--- config.mk ---
export PLATFORM = sky130hd
export DESIGN_NAME = bellek_asamasi_flat
export DESIGN_NICKNAME = d
export VERILOG_FILES = /design/src/rtl/bellek_asamasi_if.sv /design/src/rtl/bellek_asamasi.sv /design/src/flat_wrapper.sv
export SDC_FILE = /design/constraint.sdc
export NUM_CORES = 1
export LEC_CHECK = 0
export CORE_MARGIN = 2
export CORE_UTILIZATION = 46
export DETAILED_ROUTE_END_ITERATION = 10
export PLACE_DENSITY = 0.81
export SETUP_SLACK_MARGIN = 0.02
export SYNTH_ARGS = -nofsm -noshare
export SYNTH_HDL_FRONTEND = slang
export SYNTH_SLANG_ARGS = --single-unit
--- constraint.sdc ---
create_clock -name clk_i -period 4.25 [get_ports clk_i]
set_clock_uncertainty 0.1 [all_clocks]
set_input_delay 0.425 -clock clk_i [delete_from_list [all_inputs] [get_ports clk_i]]
set_output_delay 0.425 -clock clk_i [all_outputs]
set_load 0.01 [all_outputs]
--- src/rtl/bellek_asamasi_if.sv ---
// Data-memory bus between the memory stage (master) and data memory (slave).
// A request is a valid/ready handshake; a read response is a one-cycle valid pulse.
interface bellek_asamasi_if;
    logic        vb_istek_gecerli_o;
    logic        vb_istek_hazir_i;
    logic        vb_yaz_etkin_o;
    logic [31:0] vb_adres_o;
    logic [31:0] vb_yaz_veri_o;
    logic [3:0]  vb_yaz_maske_o;
    logic        vb_cevap_gecerli_i;
    logic [31:0] vb_cevap_veri_i;

    modport master (
        output vb_istek_gecerli_o,
        output vb_yaz_etkin_o,
        output vb_adres_o,
        output vb_yaz_veri_o,
        output vb_yaz_maske_o,
        input  vb_istek_hazir_i,
        input  vb_cevap_gecerli_i,
        input  vb_cevap_veri_i
    );

    modport slave (
        input  vb_istek_gecerli_o,
        input  vb_yaz_etkin_o,
        input  vb_adres_o,
        input  vb_yaz_veri_o,
        input  vb_yaz_maske_o,
        output vb_istek_hazir_i,
        output vb_cevap_gecerli_i,
        output vb_cevap_veri_i
    );
endinterface

--- src/rtl/bellek_asamasi.sv ---
// Memory-access pipeline stage: turns the ALU result into a data-memory access or
// passes it through, steers store lanes, extends load data and stalls upstream
// while an access is outstanding. The writeback result is registered.
module bellek_asamasi (
    input  logic              clk_i,
    input  logic              rst_i,
    input  logic              yurut_gecerli_i,
    input  logic [31:0]       amb_sonuc_i,
    input  logic              bellek_oku_i,
    input  logic              bellek_yaz_i,
    input  logic [2:0]        buyruk_turu_i,
    input  logic [31:0]       yaz_verisi_i,
    input  logic [4:0]        hedef_yazmac_i,
    input  logic              yazmaca_yaz_i,
    output logic              durdur_o,
    bellek_asamasi_if.master  vb,
    output logic              gy_gecerli_o,
    output logic [31:0]       gy_sonuc_o,
    output logic [4:0]        gy_hedef_o,
    output logic              gy_yazmaca_yaz_o,
    output logic              hizasiz_o
);
    localparam logic [1:0] BOSTA = 2'd0;
    localparam logic [1:0] ISTEK = 2'd1;
    localparam logic [1:0] CEVAP = 2'd2;

    logic [1:0]  durum_q, durum_d;

    // Latched request, held stable for the whole access
    logic [31:0] adres_q;
    logic [31:0] veri_q;
    logic [3:0]  maske_q;
    logic        yaz_q;
    logic [2:0]  tur_q;
    logic [4:0]  hedef_q;
    logic        yy_q;

    logic        gy_gecerli_q, gy_gecerli_d;
    logic [31:0] gy_sonuc_q, gy_sonuc_d;
    logic [4:0]  gy_hedef_q, gy_hedef_d;
    logic        gy_yy_q, gy_yy_d;
    logic        hizasiz_q, hizasiz_d;

    logic        bellek_op;
    logic        hizasiz;
    logic        istek_yukle;
    logic [31:0] veri_d;
    logic [3:0]  maske_d;
    logic [31:0] kayik;
    logic [31:0] yuk_veri;

    assign bellek_op = bellek_oku_i | bellek_yaz_i;

    // Alignment check by access size; unlisted sizes are treated as words
    always_comb begin
        case (buyruk_turu_i[1:0])
            2'b00:   hizasiz = 1'b0;
            2'b01:   hizasiz = amb_sonuc_i[0];
            default: hizasiz = (amb_sonuc_i[1:0] != 2'b00);
        endcase
    end

    // Store lane steering: replicate data across lanes, strobe only the addressed bytes
    always_comb begin
        case (buyruk_turu_i[1:0])
            2'b00: begin
                veri_d  = {4{yaz_verisi_i[7:0]}};
                maske_d = 4'b0001 << amb_sonuc_i[1:0];
            end
            2'b01: begin
                veri_d  = {2{yaz_verisi_i[15:0]}};
                maske_d = 4'b0011 << {amb_sonuc_i[1], 1'b0};
            end
            default: begin
                veri_d  = yaz_verisi_i;
                maske_d = 4'b1111;
            end
        endcase
    end

    // Load extraction: move the addressed lane to bit 0, then extend
    always_comb begin
        kayik = vb.vb_cevap_veri_i >> {adres_q[1:0], 3'b000};
        case (tur_q)
            3'b000:  yuk_veri = {{24{kayik[7]}}, kayik[7:0]};
            3'b100:  yuk_veri = {24'h0, kayik[7:0]};
            3'b001:  yuk_veri = {{16{kayik[15]}}, kayik[15:0]};
            3'b101:  yuk_veri = {16'h0, kayik[15:0]};
            default: yuk_veri = vb.vb_cevap_veri_i;
        endcase
    end

    // Stall until the completing cycle of an aligned memory op
    always_comb begin
        case (durum_q)
            BOSTA:   durdur_o = yurut_gecerli_i & bellek_op & ~hizasiz;
            ISTEK:   durdur_o = ~(yaz_q & vb.vb_istek_hazir_i);
            CEVAP:   durdur_o = ~vb.vb_cevap_gecerli_i;
            default: durdur_o = 1'b0;
        endcase
    end

    // Next state and next writeback entry
    always_comb begin
        durum_d      = durum_q;
        istek_yukle  = 1'b0;
        gy_gecerli_d = 1'b0;
        gy_sonuc_d   = gy_sonuc_q;
        gy_hedef_d   = gy_hedef_q;
        gy_yy_d      = gy_yy_q;
        hizasiz_d    = 1'b0;
        case (durum_q)
            BOSTA: begin
                if (yurut_gecerli_i) begin
                    if (!bellek_op || hizasiz) begin
                        // Pass-through, or a misaligned access retired without touching memory
                        gy_gecerli_d = 1'b1;
                        gy_sonuc_d   = amb_sonuc_i;
                        gy_hedef_d   = hedef_yazmac_i;
                        gy_yy_d      = yazmaca_yaz_i & ~bellek_op;
                        hizasiz_d    = bellek_op;
                    end else begin
                        istek_yukle = 1'b1;
                        durum_d     = ISTEK;
                    end
                end
            end
            ISTEK: begin
                if (vb.vb_istek_hazir_i) begin
                    if (yaz_q) begin
                        gy_gecerli_d = 1'b1;
                        gy_sonuc_d   = adres_q;
                        gy_hedef_d   = hedef_q;
                        gy_yy_d      = 1'b0;
                        durum_d      = BOSTA;
                    end else begin
                        durum_d = CEVAP;
                    end
                end
            end
            CEVAP: begin
                if (vb.vb_cevap_gecerli_i) begin
                    gy_gecerli_d = 1'b1;
                    gy_sonuc_d   = yuk_veri;
                    gy_hedef_d   = hedef_q;
                    gy_yy_d      = yy_q;
                    durum_d      = BOSTA;
                end
            end
            default: durum_d = BOSTA;
        endcase
    end

    // State, request latch and writeback registers
    always_ff @(posedge clk_i or posedge rst_i) begin
        if (rst_i) begin
            durum_q      <= BOSTA;
            adres_q      <= 32'h0;
            veri_q       <= 32'h0;
            maske_q      <= 4'h0;
            yaz_q        <= 1'b0;
            tur_q        <= 3'h0;
            hedef_q      <= 5'h0;
            yy_q         <= 1'b0;
            gy_gecerli_q <= 1'b0;
            gy_sonuc_q   <= 32'h0;
            gy_hedef_q   <= 5'h0;
            gy_yy_q      <= 1'b0;
            hizasiz_q    <= 1'b0;
        end else begin
            durum_q      <= durum_d;
            gy_gecerli_q <= gy_gecerli_d;
            gy_sonuc_q   <= gy_sonuc_d;
            gy_hedef_q   <= gy_hedef_d;
            gy_yy_q      <= gy_yy_d;
            hizasiz_q    <= hizasiz_d;
            if (istek_yukle) begin
                adres_q <= amb_sonuc_i;
                veri_q  <= veri_d;
                maske_q <= maske_d;
                yaz_q   <= bellek_yaz_i;   // a store wins if both flags are set
                tur_q   <= buyruk_turu_i;
                hedef_q <= hedef_yazmac_i;
                yy_q    <= yazmaca_yaz_i;
            end
        end
    end

    assign vb.vb_istek_gecerli_o = (durum_q == ISTEK);
    assign vb.vb_yaz_etkin_o     = yaz_q;
    assign vb.vb_adres_o         = {adres_q[31:2], 2'b00};
    assign vb.vb_yaz_veri_o      = veri_q;
    assign vb.vb_yaz_maske_o     = maske_q;

    assign gy_gecerli_o     = gy_gecerli_q;
    assign gy_sonuc_o       = gy_sonuc_q;
    assign gy_hedef_o       = gy_hedef_q;
    assign gy_yazmaca_yaz_o = gy_yy_q;
    assign hizasiz_o        = hizasiz_q;
endmodule

--- src/flat_wrapper.sv ---
// flat-port wrapper written by rule: the top's interface ports become plain ports
module bellek_asamasi_flat 
  (clk_i, rst_i, yurut_gecerli_i, amb_sonuc_i, bellek_oku_i, bellek_yaz_i, buyruk_turu_i, yaz_verisi_i, hedef_yazmac_i, yazmaca_yaz_i, durdur_o, gy_gecerli_o, gy_sonuc_o, gy_hedef_o, gy_yazmaca_yaz_o, hizasiz_o, vb_vb_istek_gecerli_o, vb_vb_yaz_etkin_o, vb_vb_adres_o, vb_vb_yaz_veri_o, vb_vb_yaz_maske_o, vb_vb_istek_hazir_i, vb_vb_cevap_gecerli_i, vb_vb_cevap_veri_i);
  bellek_asamasi_if vb_i ();
  input  logic clk_i;
  input  logic rst_i;
  input  logic yurut_gecerli_i;
  input  logic [31:0] amb_sonuc_i;
  input  logic bellek_oku_i;
  input  logic bellek_yaz_i;
  input  logic [2:0] buyruk_turu_i;
  input  logic [31:0] yaz_verisi_i;
  input  logic [4:0] hedef_yazmac_i;
  input  logic yazmaca_yaz_i;
  output logic durdur_o;
  output logic gy_gecerli_o;
  output logic [31:0] gy_sonuc_o;
  output logic [4:0] gy_hedef_o;
  output logic gy_yazmaca_yaz_o;
  output logic hizasiz_o;
  output wire logic [$bits(vb_i.vb_istek_gecerli_o)-1:0] vb_vb_istek_gecerli_o;
  output wire logic [$bits(vb_i.vb_yaz_etkin_o)-1:0] vb_vb_yaz_etkin_o;
  output wire logic [$bits(vb_i.vb_adres_o)-1:0] vb_vb_adres_o;
  output wire logic [$bits(vb_i.vb_yaz_veri_o)-1:0] vb_vb_yaz_veri_o;
  output wire logic [$bits(vb_i.vb_yaz_maske_o)-1:0] vb_vb_yaz_maske_o;
  input wire logic [$bits(vb_i.vb_istek_hazir_i)-1:0] vb_vb_istek_hazir_i;
  input wire logic [$bits(vb_i.vb_cevap_gecerli_i)-1:0] vb_vb_cevap_gecerli_i;
  input wire logic [$bits(vb_i.vb_cevap_veri_i)-1:0] vb_vb_cevap_veri_i;
  assign vb_vb_istek_gecerli_o = vb_i.vb_istek_gecerli_o;
  assign vb_vb_yaz_etkin_o = vb_i.vb_yaz_etkin_o;
  assign vb_vb_adres_o = vb_i.vb_adres_o;
  assign vb_vb_yaz_veri_o = vb_i.vb_yaz_veri_o;
  assign vb_vb_yaz_maske_o = vb_i.vb_yaz_maske_o;
  assign vb_i.vb_istek_hazir_i = vb_vb_istek_hazir_i;
  assign vb_i.vb_cevap_gecerli_i = vb_vb_cevap_gecerli_i;
  assign vb_i.vb_cevap_veri_i = vb_vb_cevap_veri_i;
  bellek_asamasi u_core (.clk_i(clk_i), .rst_i(rst_i), .yurut_gecerli_i(yurut_gecerli_i), .amb_sonuc_i(amb_sonuc_i), .bellek_oku_i(bellek_oku_i), .bellek_yaz_i(bellek_yaz_i), .buyruk_turu_i(buyruk_turu_i), .yaz_verisi_i(yaz_verisi_i), .hedef_yazmac_i(hedef_yazmac_i), .yazmaca_yaz_i(yazmaca_yaz_i), .durdur_o(durdur_o), .vb(vb_i), .gy_gecerli_o(gy_gecerli_o), .gy_sonuc_o(gy_sonuc_o), .gy_hedef_o(gy_hedef_o), .gy_yazmaca_yaz_o(gy_yazmaca_yaz_o), .hizasiz_o(hizasiz_o));
endmodule
==> impl_metrics.csv, run 1 <==
group,metric,value,unit
status,status,"complete, no violations",
critical_path,cp.required,3720,ps
clocking,clk_pin_slew_worst_paths,50,ps
sta,rsz0062_at_grt,"false",
synth,async_reset_ff_share,100.0,%
critical_path,path_cells,"clkdlybuf4s50_1, or2_1, buf_4, a21oi_4, nand3_4, a21oi_1, clkdlybuf4s50_1",
critical_path,worst-path-max-fanout,20,
drt,drc,0,
critical_path,crit_buf_inv,3,
flow_run,cap_violations,0,
clocking,cts_tree,"done",
grt,grt_max_degree,89,
synth,synthXorXnorAreaFrac,0,%
grt,grt_usage,26.15,%
drt,wirelength,19.07,mm
sta,worstMarginPinSlew,1182,ps
sta,finalHoldViolCount,0,
power,powerDensity,785.8,mW/mm^2
synth,netlist_area,0.006359,mm^2
placement,dp_hpwl,13.50,mm
floorplanning,die_h,121.6,um
layout,final_common_cell,"clkdlybuf4s50_1",
sta,finalCritPeriodShare,80.43,%
grt,antenna_found_initial,0,
synth,synth_compound_area_share,16.08,%
placement,numPortBuffers,220,
synth,muxShareOfSynthArea,15.53,%
power,irDropWorstVdd,0.4199,mV
sta,slew_viol_final,0,
floorplanning,coreArea,0.01335,mm^2
floorplanning,io_pins,223,
clocking,cts_root_buf,"clkbuf_16",
drt,dr.pass1.iters,6,
layout,synthToLayoutAreaGrowth,40.77,%
synth,syn_inst,642,
critical_path,path_common_cell,"clkdlybuf4s50_1",
synth,ys_seq_area_share,47.23,%
grt,grt_pass1_vias,5711,
layout,num_antenna_cells,0,
layout,layout_common_cells,"220 x clkdlybuf4s50_1, 120 x dfrtp_1, 78 x nand2_1",
clocking,cts_setup_buffers,0,
floorplanning,die_w,121.6,um
critical_path,crit_path_end_kind,"output pin",
synth,synth_seq_cells,120,
layout,drive_gt1_share,5.617,%
power,power_leakage,3.811,nW
clocking,postCtsResizedCells,0,
sta,slew_headroom,21.23,%
drt,routedWlPerCell,19.17,um
drt,ant_nets,0,
layout,stdcell_count,995,
synth,synth_fa_ha_area_share,0.7871,%
clocking,cts_max_level,4,
layout,n_fill_cell,1029,
placement,dpl.cell_count,967,
drt,viasPerCell,5.659,
clocking,cts.path.max_buffers,2,
sta,post-route-min-period,3418,ps
sta,fin_setup_tns,0,ps
synth,synth-simple-area-share,12.48,%
critical_path,cpLargestDelayFamily,"buffers and inverters",
synth,ys_warn_count,0,
placement,gp_congestion,0.8324,
floorplanning,dieArea,0.01478,mm^2
critical_path,critPathLaunchType,"primary input",
grt,grt_pass1_wl,29.52,mm
critical_path,max_stage_delay,570,ps
synth,syn_area_per_cell,9.904,um^2
layout,fin_nets,926,
synth,synth_top_family_by_area,"compound AO/OA/AOI/OAI gates",
floorplanning,rows,42,
critical_path,cp.arrival,2890,ps
clocking,clk_latency,410,ps
clocking,postCtsHoldBufs,0,
synth,ys_types,43,
sta,finalSetupViolations,0,
drt,dr_total_vias,5631,
clocking,cts.sinks,120,
critical_path,worstSetupPathType,"in -> out",
drt,drt_iter0_markers,442,
worst_hold_path,hp-class,"reg -> reg",
grt,overflow,0,
floorplanning,start_util,47.64,%
synth,synth_edf_count,0,
critical_path,cpMaxStageDelayCell,"clkdlybuf4s50_1",
clocking,cts_buffers,17,
synth,yosys_most_used_dff,"dfrtp_1",
sta,max_freq,292.5,MHz
## worst min-delay path, stage by stage (launching register included)
cell	delay [ps]
dfrtp_1	340
nand2_1	50
o21ai_0	60
## routing by layer
layer	part of all wire (%)	track usage [%]	wire length, um	up-vias
met5	0	0	0	-
met4	2.8	11.14	529	0
met3	10	9.316	1958	37
met2	47	41.78	8920	303
met1	40	32.21	7663	2720
li1	-	-	-	2571
## area by class of cell
type / instances / area [um^2] / share of cell area, %
inverter: 9 / 36.28 / 0.4054
multi-input combinational: 432 / 2878 / 32.15
clock buffer: 24 / 491.7 / 5.493
tap: 176 / 220.2 / 2.460
clock inverter: 4 / 45.04 / 0.5032
sequential: 120 / 3003 / 33.55
timing repair buffer: 230 / 2277 / 25.44
## final timing paths
| path | end | slack, ps | start | cells after the start |
|---|---|---|---|---|
| max | durdur_o | 830 | buyruk_turu_i[1] | 7 |
| min reg2reg | u_core.gy_hedef_o[4]$_DFFE_PP0P_ | 380 | u_core.gy_hedef_o[4]$_DFFE_PP0P_ | 2 |
| max reg2reg | u_core.gy_sonuc_o[30]$_DFFE_PP0P_ | 1430 | u_core.adres_q[0]$_DFFE_PP0P_ | 5 |
| min in group asynchronous | u_core.hedef_q[2]$_DFFE_PP0P_ | 440 | rst_i | 2 |
| max in group asynchronous | u_core.vb.vb_yaz_veri_o[7]$_DFFE_PP0P_ | 2560 | rst_i | 3 |
| min | u_core.gy_hedef_o[4]$_DFFE_PP0P_ | 380 | u_core.gy_hedef_o[4]$_DFFE_PP0P_ | 2 |
## per-stage QoR
step	power (mW)	utilization, %	worst slack, ps	hold WS, ps	instance area [um^2]
after floorplan	4.270	-	539.2	364.0	6362
after global routing	7.495	67.06	674.2	410.0	8951
after CTS	7.079	67.06	819.1	390.1	8951
final	7.034	67.06	831.6	384.8	8951
after detailed placement	5.719	63.04	839.8	371.6	8414
after global placement	5.594	63.04	904.9	357.8	8414
## kinds of logic after synthesis
kind of cell / after synthesis
flip-flops: 120
buffers and inverters: 91
adder cells (fa/ha/maj): 4
other: 1
AND/OR/NAND/NOR: 175
multiplexers: 92
AO/OA/AOI/OAI: 159
## report_power, final
| group | switching (mW) | total, mW | internal [mW] |
|---|---|---|---|
| combinational | 1.74 | 3.53 | 1.79 |
| sequential | 0.455 | 2.19 | 1.73 |
| clock | 0.473 | 1.32 | 0.848 |
| total | 2.67 | 7.03 | 4.37 |
## state kept, by name (all words and copies together), names as in the netlist, 2 cells and up
register / cells
u_core.hedef_q: 5
u_core.vb.vb_yaz_veri_o: 32
u_core.adres_q: 32
u_core.tur_q: 3
u_core.durum_q: 2
u_core.gy_sonuc_o: 32
u_core.gy_hedef_o: 5
u_core.vb.vb_yaz_maske_o: 4
## synthesized netlist by cell type, types with 16 or more instances
cell type | number | area share [%]
buf_4 | 36 | 4.3
nor3_1 | 17 | 1.3
o21ai_0 | 31 | 2.4
a211oi_1 | 16 | 1.9
clkbuf_1 | 27 | 1.6
nand2_1 | 78 | 4.6
o21ai_1 | 42 | 3.3
buf_2 | 17 | 1.3
a22oi_1 | 18 | 2.1
dfrtp_1 | 120 | 47
mux2_1 | 50 | 8.9
and3_1 | 23 | 2.3
mux2i_1 | 39 | 6.1
nor2_1 | 35 | 2.1
(Power assumes the default switching activity.)
==> inputs of run 2 (changes only) <==
==> constraint.sdc (replaced) <==
create_clock -name clk_i -period 3.38 [get_ports clk_i]
set_clock_uncertainty 0.1 [all_clocks]
set_input_delay 0.338 -clock clk_i [delete_from_list [all_inputs] [get_ports clk_i]]
set_output_delay 0.338 -clock clk_i [all_outputs]
set_load 0.01 [all_outputs]
==> impl_metrics.csv, run 2 (synthesis gave the netlist of run 1 again) <==
group,metric,value,unit
clocking,cts.sinks,120,
critical_path,cpLargestDelayFamily,"buffers and inverters",
clocking,cts_max_level,4,
critical_path,crit_path_end_kind,"output pin",
critical_path,crit_start,"u_core.durum_q[1]$_DFFE_PP0P_",
drt,drc,0,
power,irDropWorstVdd,0.4616,mV
clocking,postCtsHoldBufs,0,
layout,fin_util,67.33,%
layout,num_antenna_cells,0,
drt,wl_met1,7.682,mm
power,pwr-share-clk,17.5,%
floorplanning,io_pins,223,
clocking,clk_pin_slew_worst_paths,50,ps
clocking,cts_buffers,17,
critical_path,r2r_start,"u_core.adres_q[0]$_DFFE_PP0P_",
placement,dp_hpwl,14.02,mm
critical_path,worst-path-max-fanout,14,
floorplanning,start_util,47.64,%
sta,post-route-min-period,2891,ps
floorplanning,dieArea,0.01478,mm^2
sta,fin_setup_tns,0,ps
drt,wl_met2,9.120,mm
power,p_seq_share,31.3,%
power,power_leakage,3.827,nW
power,p_sw,3.377,mW
layout,layout_common_cells,"220 x clkdlybuf4s50_1, 120 x dfrtp_1, 78 x nand2_1",
grt,grt_usage,26.32,%
layout,drive_gt1_share,6.061,%
grt,grt_pass1_vias,5671,
drt,dr_total_vias,5693,
drt,ant_nets,0,
clocking,clk_latency,420,ps
drt,route.met3.wl,1.846,mm
sta,finalSetupViolations,0,
layout,synthToLayoutAreaGrowth,41.34,%
clocking,cts_root_buf,"clkbuf_16",
critical_path,cpMaxStageDelayCell,"clkdlybuf4s50_1",
layout,final_common_cell,"clkdlybuf4s50_1",
clocking,cts.path.max_buffers,2,
clocking,cts_setup_buffers,0,
grt,grt_pass1_wl,29.64,mm
drt,drt_iter0_markers,502,
drt,top_layer,"met4",
critical_path,worstSetupPathType,"reg -> out",
drt,dr.pass1.iters,5,
drt,wirelength,19.18,mm
power,totalPowerFinal,8.823,mW
critical_path,path_common_cell,"inv_1",
status,status,"complete, no violations",
critical_path,cp.required,2940,ps
drt,routedWlPerCell,19.16,um
power,p_comb_share,51.2,%
sta,slew_viol_final,0,
grt,overflow,0,
sta,worstMarginPinSlew,761.6,ps
floorplanning,coreArea,0.01335,mm^2
flow_run,cap_violations,0,
critical_path,crit_buf_inv,4,
clocking,postCtsResizedCells,0,
critical_path,critPathLaunchType,"flop",
critical_path,path_cells,"inv_1, ha_1, buf_4, inv_1, o2bb2ai_1, nor2b_1, a21oi_1, clkdlybuf4s50_1",
floorplanning,rows,42,
sta,slew_headroom,49.22,%
sta,max_freq,345.9,MHz
grt,antenna_found_initial,0,
sta,rsz0062_at_grt,"false",
sta,finalHoldViolCount,0,
sta,finalCritPeriodShare,85.54,%
clocking,cts_tree,"done",
power,p_int,5.446,mW
placement,numPortBuffers,220,
power,powerDensity,981.7,mW/mm^2
critical_path,max_stage_delay,570,ps
worst_hold_path,hp-class,"in -> async",
critical_path,cp.arrival,2450,ps
floorplanning,die_h,121.6,um
power,switching_share,38.28,%
drt,viasPerCell,5.687,
placement,gp_congestion,0.9157,
grt,grt_max_degree,107,
floorplanning,die_w,121.6,um
layout,fin_nets,931,
-- run 2: final timing paths --
| path | end | slack [ps] | cells past startpoint |
|---|---|---|---|
| setup / recovery | durdur_o | 490 | 8 |
| setup reg to reg | u_core.gy_sonuc_o[24]$_DFFE_PP0P_ | 650 | 5 |
| max in group asynchronous | u_core.vb.vb_yaz_veri_o[8]$_DFFE_PP0P_ | 2170 | 3 |
| min in group clk_i | u_core.vb.vb_yaz_maske_o[2]$_DFFE_PP0P_ | 380 | 2 |
| hold / removal | u_core.vb.vb_yaz_veri_o[4]$_DFFE_PP0P_ | 230 | 2 |
| hold reg to reg | u_core.vb.vb_yaz_maske_o[2]$_DFFE_PP0P_ | 380 | 2 |
-- run 2: final cells by class --
type                       count  area (um^2)
fill                        1039         4360
sequential                   120         3003
multi-input combinational    432         2878
timing repair buffer         235         2352
clock buffer                  24        471.7
tap                          176        220.2
inverter                       9        37.54
clock inverter                 5        25.02
-- run 2: routing by layer --
metal / vias to the layer above / GRT usage [%]
met5: - / 0
met4: 0 / 11.14
met3: 39 / 7.865
met2: 274 / 42.84
met1: 2787 / 32.76
li1: 2593 / -
-- run 2: through the flow --
step	hold WS, ps	instance area (um^2)	std cells	worst slack, ps
2_1_floorplan	335.0	6366	643	1305
3_3_place_gp	366.0	8491	972	606.6
3_5_place_dp	374.5	8491	972	507.9
4_1_cts	239.2	8987	1001	453.0
5_1_grt	265.5	8987	1001	334.6
6_report	229.2	8987	1001	488.6
-- run 2: power groups by stage --
stage | Sequential (mW) | Combinational (mW) | Clock, mW
CTS | 2.76 | 4.53 | 1.57
global placement | 2.72 | 4.38 | 0
floorplan | 2.78 | 2.59 | 0
detailed placement | 2.77 | 4.51 | 0
finish | 2.76 | 4.52 | 1.54
global route | 2.85 | 4.91 | 1.62
